File: src/rtl/uart_pkg.sv
// Shared UART definitions: state encoding, parity modes and baud divisor helper.
// Used by both the transmit serializer and the future receive-side blocks.
package uart_pkg;

  typedef enum logic [2:0] {
    ST_IDLE   = 3'd0,
    ST_START  = 3'd1,
    ST_DATA   = 3'd2,
    ST_PARITY = 3'd3,
    ST_STOP   = 3'd4
  } uart_state_e;

  localparam int PARITY_NONE = 0;
  localparam int PARITY_ODD  = 1;
  localparam int PARITY_EVEN = 2;

  // Truncating divide: the line runs slightly fast rather than slow.
  function automatic int unsigned clks_per_bit(input int unsigned clock_rate,
                                               input int unsigned baud_rate);
    return clock_rate / baud_rate;
  endfunction

endpackage

File: src/rtl/uart_baud_tick.sv
// Bit-period counter: runs 0..CLKS_PER_BIT-1 and flags the last cycle of each period.
// restart holds the count at zero so the first period begins cleanly.
module uart_baud_tick #(
  parameter int unsigned CLKS_PER_BIT = 208
) (
  input  logic clk,
  input  logic rst_n,
  input  logic restart,
  output logic tick
);

  localparam int unsigned CW = (CLKS_PER_BIT > 1) ? $clog2(CLKS_PER_BIT) : 1;
  localparam logic [CW-1:0] LAST = CW'(CLKS_PER_BIT - 1);

  logic [CW-1:0] cnt;

  always_ff @(posedge clk) begin
    if (!rst_n || restart) begin
      cnt <= '0;
    end else if (cnt == LAST) begin
      cnt <= '0;
    end else begin
      cnt <= cnt + CW'(1);
    end
  end

  assign tick = (cnt == LAST);

endmodule

File: src/rtl/uart_tx_serializer.sv
// Byte-wide UART transmitter: valid/ready byte in, 8-bit async frame out on tx.
// All outputs are registered, so nothing combinational reaches the pins.
module uart_tx_serializer
  import uart_pkg::*;
#(
  parameter int unsigned CLOCK_RATE = 24000000,
  parameter int unsigned BAUD_RATE  = 115200,
  parameter int          PARITY     = 0,
  parameter int          STOP_BITS  = 1
) (
  input  logic       clk,
  input  logic       rst_n,
  input  logic       enable,
  input  logic [7:0] in_data,
  input  logic       in_valid,
  output logic       in_ready,
  output logic       tx,
  output logic       busy
);

  // Handshake: a byte moves when in_valid && in_ready at a posedge. in_ready is
  // high only while idle and enabled, and drops on the accepting edge for the
  // whole frame, which the producer uses as its completion indication.

  localparam int unsigned CPB        = clks_per_bit(CLOCK_RATE, BAUD_RATE);
  localparam logic [2:0]  LAST_STOP  = (STOP_BITS == 2) ? 3'd1 : 3'd0;
  localparam bit          HAS_PARITY = (PARITY == PARITY_ODD) || (PARITY == PARITY_EVEN);

  uart_state_e state, next_state;
  logic [7:0]  shreg;
  logic        par_bit;
  logic [2:0]  bit_cnt;
  logic        tick;
  logic        accept;

  assign accept = in_valid && in_ready;

  uart_baud_tick #(.CLKS_PER_BIT(CPB)) u_baud (
    .clk     (clk),
    .rst_n   (rst_n),
    .restart (state == ST_IDLE),
    .tick    (tick)
  );

  always_comb begin
    next_state = state;
    case (state)
      ST_IDLE:   if (accept) next_state = ST_START;
      ST_START:  if (tick) next_state = ST_DATA;
      ST_DATA:   if (tick && bit_cnt == 3'd7) next_state = HAS_PARITY ? ST_PARITY : ST_STOP;
      ST_PARITY: if (tick) next_state = ST_STOP;
      ST_STOP:   if (tick && bit_cnt == LAST_STOP) next_state = ST_IDLE;
      default:   next_state = ST_IDLE;
    endcase
  end

  always_ff @(posedge clk) begin
    if (!rst_n) begin
      state    <= ST_IDLE;
      tx       <= 1'b1;
      in_ready <= 1'b0;
      busy     <= 1'b0;
      bit_cnt  <= 3'd0;
      shreg    <= 8'h00;
      par_bit  <= 1'b0;
    end else begin
      state    <= next_state;
      in_ready <= (next_state == ST_IDLE) && enable;
      busy     <= (next_state != ST_IDLE);
      case (state)
        ST_IDLE: begin
          if (accept) begin
            shreg   <= in_data;
            par_bit <= (PARITY == PARITY_ODD) ? ~^in_data : ^in_data;
            tx      <= 1'b0;
            bit_cnt <= 3'd0;
          end
        end
        ST_START: begin
          if (tick) begin
            tx    <= shreg[0];
            shreg <= {1'b0, shreg[7:1]};
          end
        end
        ST_DATA: begin
          if (tick) begin
            if (bit_cnt == 3'd7) begin
              bit_cnt <= 3'd0;
              tx      <= HAS_PARITY ? par_bit : 1'b1;
            end else begin
              bit_cnt <= bit_cnt + 3'd1;
              tx      <= shreg[0];
              shreg   <= {1'b0, shreg[7:1]};
            end
          end
        end
        ST_PARITY: begin
          if (tick) begin
            tx      <= 1'b1;
            bit_cnt <= 3'd0;
          end
        end
        ST_STOP: begin
          // bit_cnt counts stop bits here; tx is already high.
          if (tick) begin
            bit_cnt <= (bit_cnt == LAST_STOP) ? 3'd0 : bit_cnt + 3'd1;
          end
        end
        default: tx <= 1'b1;
      endcase
    end
  end

endmodule
File: config.mk
export PLATFORM = sky130hd
export DESIGN_NAME = uart_tx_serializer
export DESIGN_NICKNAME = d
export VERILOG_FILES = /design/src/rtl/uart_pkg.sv /design/src/rtl/uart_baud_tick.sv /design/src/rtl/uart_tx_serializer.sv
export SDC_FILE = /design/constraint.sdc
export NUM_CORES = 1
export LEC_CHECK = 0
export CAP_MARGIN = 20
export CORE_ASPECT_RATIO = 0.8
export CORE_UTILIZATION = 49
export CTS_CLUSTER_DIAMETER = 100
export DETAILED_ROUTE_END_ITERATION = 7
export HOLD_SLACK_MARGIN = 0.12
export PLACE_DENSITY = 0.74
export SYNTH_ARGS = -nofsm -noshare
export SYNTH_HDL_FRONTEND = slang
export SYNTH_HIERARCHICAL = 1
export SYNTH_SLANG_ARGS = --single-unit
File: constraint.sdc
create_clock -name clk -period 2.3 [get_ports clk]
set_clock_uncertainty 0.15 [all_clocks]
set_input_delay 0.46 -clock clk [delete_from_list [all_inputs] [get_ports clk]]
set_output_delay 0.46 -clock clk [all_outputs]
set_load 0.03 [all_outputs]
==> summary.txt, run 1 <==
GRT
  – Total GRT Usage: 19.1%
  – Largest net degree at the start of global routing: 15
  – Initial antenna violation count: 0
  – GRT overflow: 0
  – Global-route wire length before repair: 3960 um
  – Number of global-route vias before repair: 914

Routing
  – WL final: 2420 um
  – Antenna Nets Post-Route: 0
  – Avg WL per Cell: 12.6 um
  – Initial DRC count: 58
  – Via/cell ratio: 5.46
  – Pre-antenna DRT Iters: 4
  – Residual DRC: 0
  – Routed via count: 1049

Clock network
  – Number of H-tree levels: 1
  – CTS root buf: clkbuf_4
  – Worst skew pair latency: 0.32 ns
  – Post-CTS Setup Repair Bufs: 0
  – Hold buffer count at cts: 0
  – CTS max path bufs: 2
  – Clock transition at path regs: 0.13 ns
  – TritonCTS clock tree: yes
  – # resized after CTS: 0
  – Num Clock Sinks: 25
  – CTS buffer count: 3

Power
  – NetSw: 0.185 mW
  – Pleak: 0.501 nW
  – Int Pwr: 0.564 mW
  – Logic gate share of total power: 12.5%
  – Tot Pwr: 0.749 mW
  – Power Density: 495 mW/mm^2
  – Sw Share: 24.7%
  – Seq pwr share: 61.0%
  – Clock share of power: 26.5%
  – Peak VDD IR: 0.376 mV

Final layout
  – Fillers: 245
  – Post-Layout Cell Count: 192
  – Final instance area: 0.00151 sq mm
  – Layout cells sized above 1: 11.5%
  – Area Growth Syn to Fin: 15.9%
  – Nets@finish: 173
  – Diodes inserted: 0
  – Most frequent cells in the layout: 24 x dfxtp_1, 14 x clkdlybuf4s50_1, 9 x nor2_1
  – Most common cell after layout, fill and taps aside: dfxtp_1

Setup path
  – Worst reg2reg endpoint: bit_cnt[0]
  – Crit path from: u_baud/cnt[0]
  – Crit-path leading delay family: simple AND/OR/NAND/NOR gates
  – Worst path cell trace: ha_1, nand3_1, nor2_1, buf_4, inv_2, o221a_4, or4_1, a21oi_1
  – Slowest stage delay, CP: 0.47 ns
  – Critical Path Stages: 8
  – CP Capture Type: flip-flop
  – Crit Path Class: reg2reg
  – CP Max Fanout: 7
  – Slowest stage cell, crit path: or4_1
  – Startpoint types: flip-flop
  – Reg2reg start: u_baud/cnt[0]
  – Worst EP arrival: 2.23 ns
  – Setup crit end: bit_cnt[0]
  – Reg2Reg Setup Slack: 0.18 ns
  – Worst Reg-to-Reg Cells: 8
  – Crit path buf inv count: 2
  – Data required, critical path: 2.41 ns

STA
  – Setup violators final: 0
  – Setup TNS Final: 0 ns
  – Slew @ Worst Pin: 0.516 ns
  – Relative slew slack: 65.6%
  – Final Cycle Share: 92.1%
  – Fmax: 0.472 GHz
  – Unrepaired setup endpoints after global routing: false
  – Final min period: 2.12 ns
  – Hold Fails Final Rpt: 0
  – Slew Viols, Final: 0

Floorplanning
  – Core area: 0.00248 sq mm
  – # rows: 16
  – Initial core utilization: 52.6%
  – Die Y-Extent: 48.2 um
  – Die Wd: 59.7 um
  – Die Area: 0.00288 sq mm
  – # IOs: 15

Hold path
  – Min-Delay Path Class: reg2reg
  – Origin of the worst min-delay path: u_baud/cnt[0]

Yosys
  – FF+latch count, synth: 25
  – Mapped cell area: 0.00131 sq mm
  – Post-synth EDFFs: 0
  – Synth Warn #: 6
  – Syn nets: 155
  – Post-Syn Instances: 139
  – Sequential area share after synthesis: 38.4%
  – Top FF cell, synth: dfxtp_1
  – Asr flop ratio synth: 0%
  – Mapped Avg Cell Area: 9.39 sq um
  – Cell variety after synth: 48

Placement
  – Placer congestion estimate: 0.788
  – Dpl hpwl: 1840 um
  – Port buffer count: 14
  – Placed cells: 188
  – Dpl cell area: 0.00149 sq mm

Run status
  – Status: finished clean

Run
  – Max_cap viols: 0
==> per-stage QoR <==
stage / utilization, % / hold slack, ns / setup slack [ns]
2_1_floorplan: - / 0.268 / 0.175
3_3_place_gp: 59.8 / 0.278 / 0.0990
3_5_place_dp: 59.8 / 0.304 / 0.0688
4_1_cts: 60.9 / 0.323 / 0.146
5_1_grt: 60.9 / 0.301 / 0.0146
6_report: 60.9 / 0.280 / 0.182
==> logic make-up (layout without fill, tap and decap cells) <==
kind of cell               Yosys count  after routing  synth area share, %
muxes                                7              7                 5.37
AOI/OAI and AO/OA                   41             41                 21.6
DFF                                 25             25                 38.4
and+or+nand+nor                     47             47                 22.7
xor gates and xnor gates             3              3                 3.45
buffers and inverters               12             29                 4.70
adders and majority gates            4              4                 3.84
==> cell type report <==
cell class | count | area (sq um) | area share, %
Multi-Input combinational cell | 102 | 743 | 49.1
Sequential cell | 25 | 502 | 33.2
Timing Repair Buffer | 18 | 170 | 11.2
Tap cell | 36 | 45.0 | 2.98
Clock buffer | 4 | 26.3 | 1.74
Inverter | 7 | 26.3 | 1.74
==> flip-flops by register name (all words and copies together), names as in the netlist <==
register / flops
shreg: 8
u_baud/cnt: 8
bit_cnt: 3
state: 3
busy: 1
in_ready: 1
tx: 1
==> power groups by stage <==
| stage | sequential [mW] | combinational (mW) | clock, mW |
|---|---|---|---|
| floorplan | 0.468 | 0.0523 | 0 |
| global placement | 0.466 | 0.0907 | 0 |
| detailed placement | 0.467 | 0.0938 | 0 |
| CTS | 0.457 | 0.0939 | 0.203 |
| global route | 0.459 | 0.102 | 0.220 |
| finish | 0.457 | 0.0932 | 0.199 |
==> Yosys cell counts, types with 2 or more instances <==
master | count | area (sq um)
dfxtp_1 | 25 | 500
nor2_1 | 9 | 33.8
o21ai_0 | 8 | 40.0
a21oi_1 | 7 | 35.0
mux2i_1 | 7 | 70.1
o211ai_1 | 7 | 52.6
inv_1 | 6 | 22.5
nand3_1 | 6 | 30.0
nand2_1 | 5 | 18.8
o21ai_1 | 5 | 25.0
ha_1 | 4 | 50.1
nand2b_1 | 4 | 25.0
and2_1 | 3 | 18.8
nor3_1 | 3 | 15.0
or3_1 | 3 | 18.8
a21oi_2 | 2 | 17.5
buf_6 | 2 | 22.5
clkbuf_1 | 2 | 7.51
nand4bb_1 | 2 | 22.5
==> routing by layer <==
layer  global-route usage, %  vias to the layer above  wire length, um  share of wire (%)
met5                       0                        -                0                  0
met4                    5.58                        0               24               0.99
met3                    4.77                        2               90                3.7
met2                    31.8                       18             1070                 44
met1                    25.2                      483             1240                 51
li1                        -                      546                -                  -
==> worst reg2reg max path: stages, from the launching register on <==
cell and delay (ns):
dfxtp_2 0.36, ha_1 0.20, nand3_1 0.14, nor2_1 0.11, buf_4 0.16, inv_2 0.05, o221a_4 0.29, or4_1 0.47
a21oi_1 0.12
==> worst min path at each step <==
stage	endpoint	slack [ns]	cells after the start
6_report	u_baud/cnt[0]	0.28	1
5_1_grt	u_baud/cnt[0]	0.30	1
4_1_cts	u_baud/cnt[0]	0.32	1
3_5_place_dp	u_baud/cnt[0]	0.30	1
3_3_place_gp	u_baud/cnt[0]	0.28	1
2_1_floorplan	u_baud/cnt[0]	0.27	1
Note: power is estimated with default switching activity, not from simulation.
==> inputs of run 2 (changes only) <==
--- a/config.mk
+++ b/config.mk
@@ -7,11 +7,11 @@
 export LEC_CHECK = 0
 export CAP_MARGIN = 20
 export CORE_ASPECT_RATIO = 0.8
-export CORE_UTILIZATION = 49
+export CORE_UTILIZATION = 25
 export CTS_CLUSTER_DIAMETER = 100
 export DETAILED_ROUTE_END_ITERATION = 7
+export GPL_ROUTABILITY_DRIVEN = 0
 export HOLD_SLACK_MARGIN = 0.12
-export PLACE_DENSITY = 0.74
 export SYNTH_ARGS = -nofsm -noshare
 export SYNTH_HDL_FRONTEND = slang
 export SYNTH_HIERARCHICAL = 1
==> summary.txt, run 2 (synthesized netlist as in run 1, its figures left out) <==
Run status
  – Status: finished clean

STA
  – Hold_ws: 0.302 ns (+0.0222 ns)
  – Fin worst setup slack: 0.185 ns (+0.00301 ns)
  – Final Cycle Share: 91.9% (-0.13 points)
  – Hold Fails Final Rpt: 0 (unchanged)
  – Slew Viols, Final: 0 (unchanged)
  – Setup TNS Final: 0 ns (unchanged)
  – Final min period: 2.11 ns (-0.00301 ns)
  – Fmax: 0.473 GHz (+0.14%)
  – Relative slew slack: 64.7% (-0.86 points)
  – Setup violators final: 0 (unchanged)
  – Slew @ Worst Pin: 0.528 ns (+0.0128 ns)
  – Unrepaired setup endpoints after global routing: false

Routing
  – Avg WL per Cell: 11.3 um (-10%)
  – Routed via count: 1050 (+0.095%)
  – WL final: 2480 um (+2.6%)
  – Antenna Nets Post-Route: 0 (unchanged)
  – Initial DRC count: 58 (unchanged)
  – Residual DRC: 0 (unchanged)
  – Pre-antenna DRT Iters: 4 (unchanged)
  – Via/cell ratio: 4.79 (-12%)

Setup path
  – Slowest stage cell, crit path: or4_1
  – Data required, critical path: 2.36 ns (-0.05 ns)
  – Startpoint types: flip-flop
  – Crit Path Class: reg2reg
  – CP Max Fanout: 6 (-1)
  – CP Capture Type: flip-flop
  – Worst EP arrival: 2.17 ns (-0.06 ns)
  – Worst Reg-to-Reg Cells: 7 (-1)
  – Reg2Reg Setup Slack: 0.19 ns (about the same)
  – Slowest stage delay, CP: 0.47 ns (about the same)
  – Worst reg2reg endpoint: bit_cnt[0]
  – Worst path cell trace: ha_1, nand3_1, nor2_2, inv_2, o221a_4, or4_1, a21oi_1
  – Reg2reg start: u_baud/cnt[0]

GRT
  – Total GRT Usage: 10.4% (-8.7 points)
  – GRT overflow: 0 (unchanged)
  – GRT met2 Usage: 14.2% (-18 points)
  – Largest net degree at the start of global routing: 15 (unchanged)
  – Met1 GRT Util: 15.2% (-10 points)
  – Gr busiest metal: met1
  – Global-route wire length before repair: 4380 um (+11%)
  – Number of global-route vias before repair: 957 (+4.7%)
  – Met3 Use GR: 3.56% (-1.2 points)
  – Initial antenna violation count: 0 (unchanged)

Final layout
  – Layout cells sized above 1: 12.7% (+1.2 points)
  – Most frequent cells in the layout: 25 x dfxtp_1, 14 x clkdlybuf4s50_1, 8 x nor2_1, 8 x o21ai_0
  – Nets@finish: 174 (+0.58%)
  – Layout Utilization: 31.4% (-30 points)
  – Diodes inserted: 0 (unchanged)
  – Area Growth Syn to Fin: 20.6%
  – Final instance area: 0.00157 sq mm (+4.1%)
  – Post-Layout Cell Count: 219 (+14%)
  – Largest regs: shreg: 8 flops, u_baud/cnt: 8 flops
  – Most common cell after layout, fill and taps aside: dfxtp_1

Floorplanning
  – # rows: 23 (+7)
  – Die Area: 0.00551 sq mm (+92%)
  – # IOs: 15 (unchanged)
  – Core area: 0.00501 sq mm (+100%)
  – Initial core utilization: 26.1% (-27 points)
  – Die Wd: 82.8 um (+39%)
  – Die Y-Extent: 66.6 um (+38%)

Clock network
  – CTS root buf: clkbuf_8
  – Clock transition at path regs: 0.09 ns (-0.04 ns)
  – TritonCTS clock tree: yes
  – Post-CTS Setup Repair Bufs: 0 (unchanged)
  – Num Clock Sinks: 25 (unchanged)
  – CTS max path bufs: 2 (unchanged)
  – Number of H-tree levels: 1 (unchanged)
  – CTS buffer count: 3 (unchanged)
  – Worst skew pair latency: 0.27 ns (-0.05 ns)
  – Hold buffer count at cts: 0 (unchanged)
  – # resized after CTS: 0 (unchanged)

Placement
  – Port buffer count: 14 (unchanged)
  – Pre-CTS WS: 0.0706 ns (+0.00182 ns)
  – Placed cells: 215 (+14%)
  – Dpl cell area: 0.00153 sq mm (+2.7%)
  – Dpl hpwl: 1840 um (+0.11%)

Power
  – Tot Pwr: 0.810 mW (+8.1%)
  – Peak VDD IR: 0.275 mV (-27%)
  – Pleak: 0.516 nW (+3.1%)
  – Power Density: 514 mW/mm^2 (+3.9%)

Hold path
  – Hold Crit Depth: 1 (unchanged)
  – Min-Delay Path Class: reg2reg
  – Hold endpoint: u_baud/cnt[0]
  – Origin of the worst min-delay path: u_baud/cnt[0]

Run
  – Max_cap viols: 0 (unchanged)
==> run 2: cell count changes in the layout (fill, tap and decap cells not counted), sizes merged <==
cell	delta
buf	+1
clkbuf	-1
clkinv	+1
==> run 2: area by class of cell <==
| type | count | area [sq um] |
|---|---|---|
| inverters | 7 | 26.3 |
| multi-input cells | 102 | 746 |
| clock buffers | 3 | 41.3 |
| fillers | 553 | 3430 |
| well taps | 62 | 77.6 |
| flip-flops and latches | 25 | 500 |
| repair buffers | 19 | 178 |
| clock inverters | 1 | 5.00 |
==> run 2: worst max path at each step <==
stage                  start          to  cells after the start
6_report       u_baud/cnt[0]  bit_cnt[0]                      7
4_1_cts        u_baud/cnt[0]  bit_cnt[0]                      7
3_3_place_gp        in_valid  bit_cnt[0]                      5
3_5_place_dp        in_valid  bit_cnt[0]                      5
5_1_grt        u_baud/cnt[0]  bit_cnt[0]                      7
2_1_floorplan  u_baud/cnt[0]  bit_cnt[0]                      7
==> run 2: metal layers <==
metal,wire length [um],vias up
met2,1080,23
met1,1290,478
met3,110,0
met5,0,-
met4,0,0
li1,-,549
==> run 2: report_power, final <==
part / internal, mW / switching [mW] / total [mW] / leakage, nW
clock: 0.121 / 0.137 / 0.258 / 0.0255
sequential: 0.446 / 0.0109 / 0.457 / 0.203
combinational: 0.0508 / 0.0443 / 0.0951 / 0.288
==> run 2: worst max-delay path: cells and delay by family, from the launching register on <==
kind / cells / cell delay [ns]
AOI/OAI and AO/OA: 2 / 0.42
buffers and inverters: 1 / 0.07
adders and majority gates: 1 / 0.21
and+or+nand+nor: 3 / 0.85
DFF: 1 / 0.36
==> inputs of run 3 (changes only) <==
--- a/config.mk
+++ b/config.mk
@@ -9,6 +9,7 @@
 export CORE_ASPECT_RATIO = 0.8
 export CORE_UTILIZATION = 25
 export CTS_CLUSTER_DIAMETER = 100
+export CTS_CLUSTER_SIZE = 8
 export DETAILED_ROUTE_END_ITERATION = 7
 export GPL_ROUTABILITY_DRIVEN = 0
 export HOLD_SLACK_MARGIN = 0.12
==> results of run 3 <==
Final layout, timing and power as in run 2 (identical DEF).
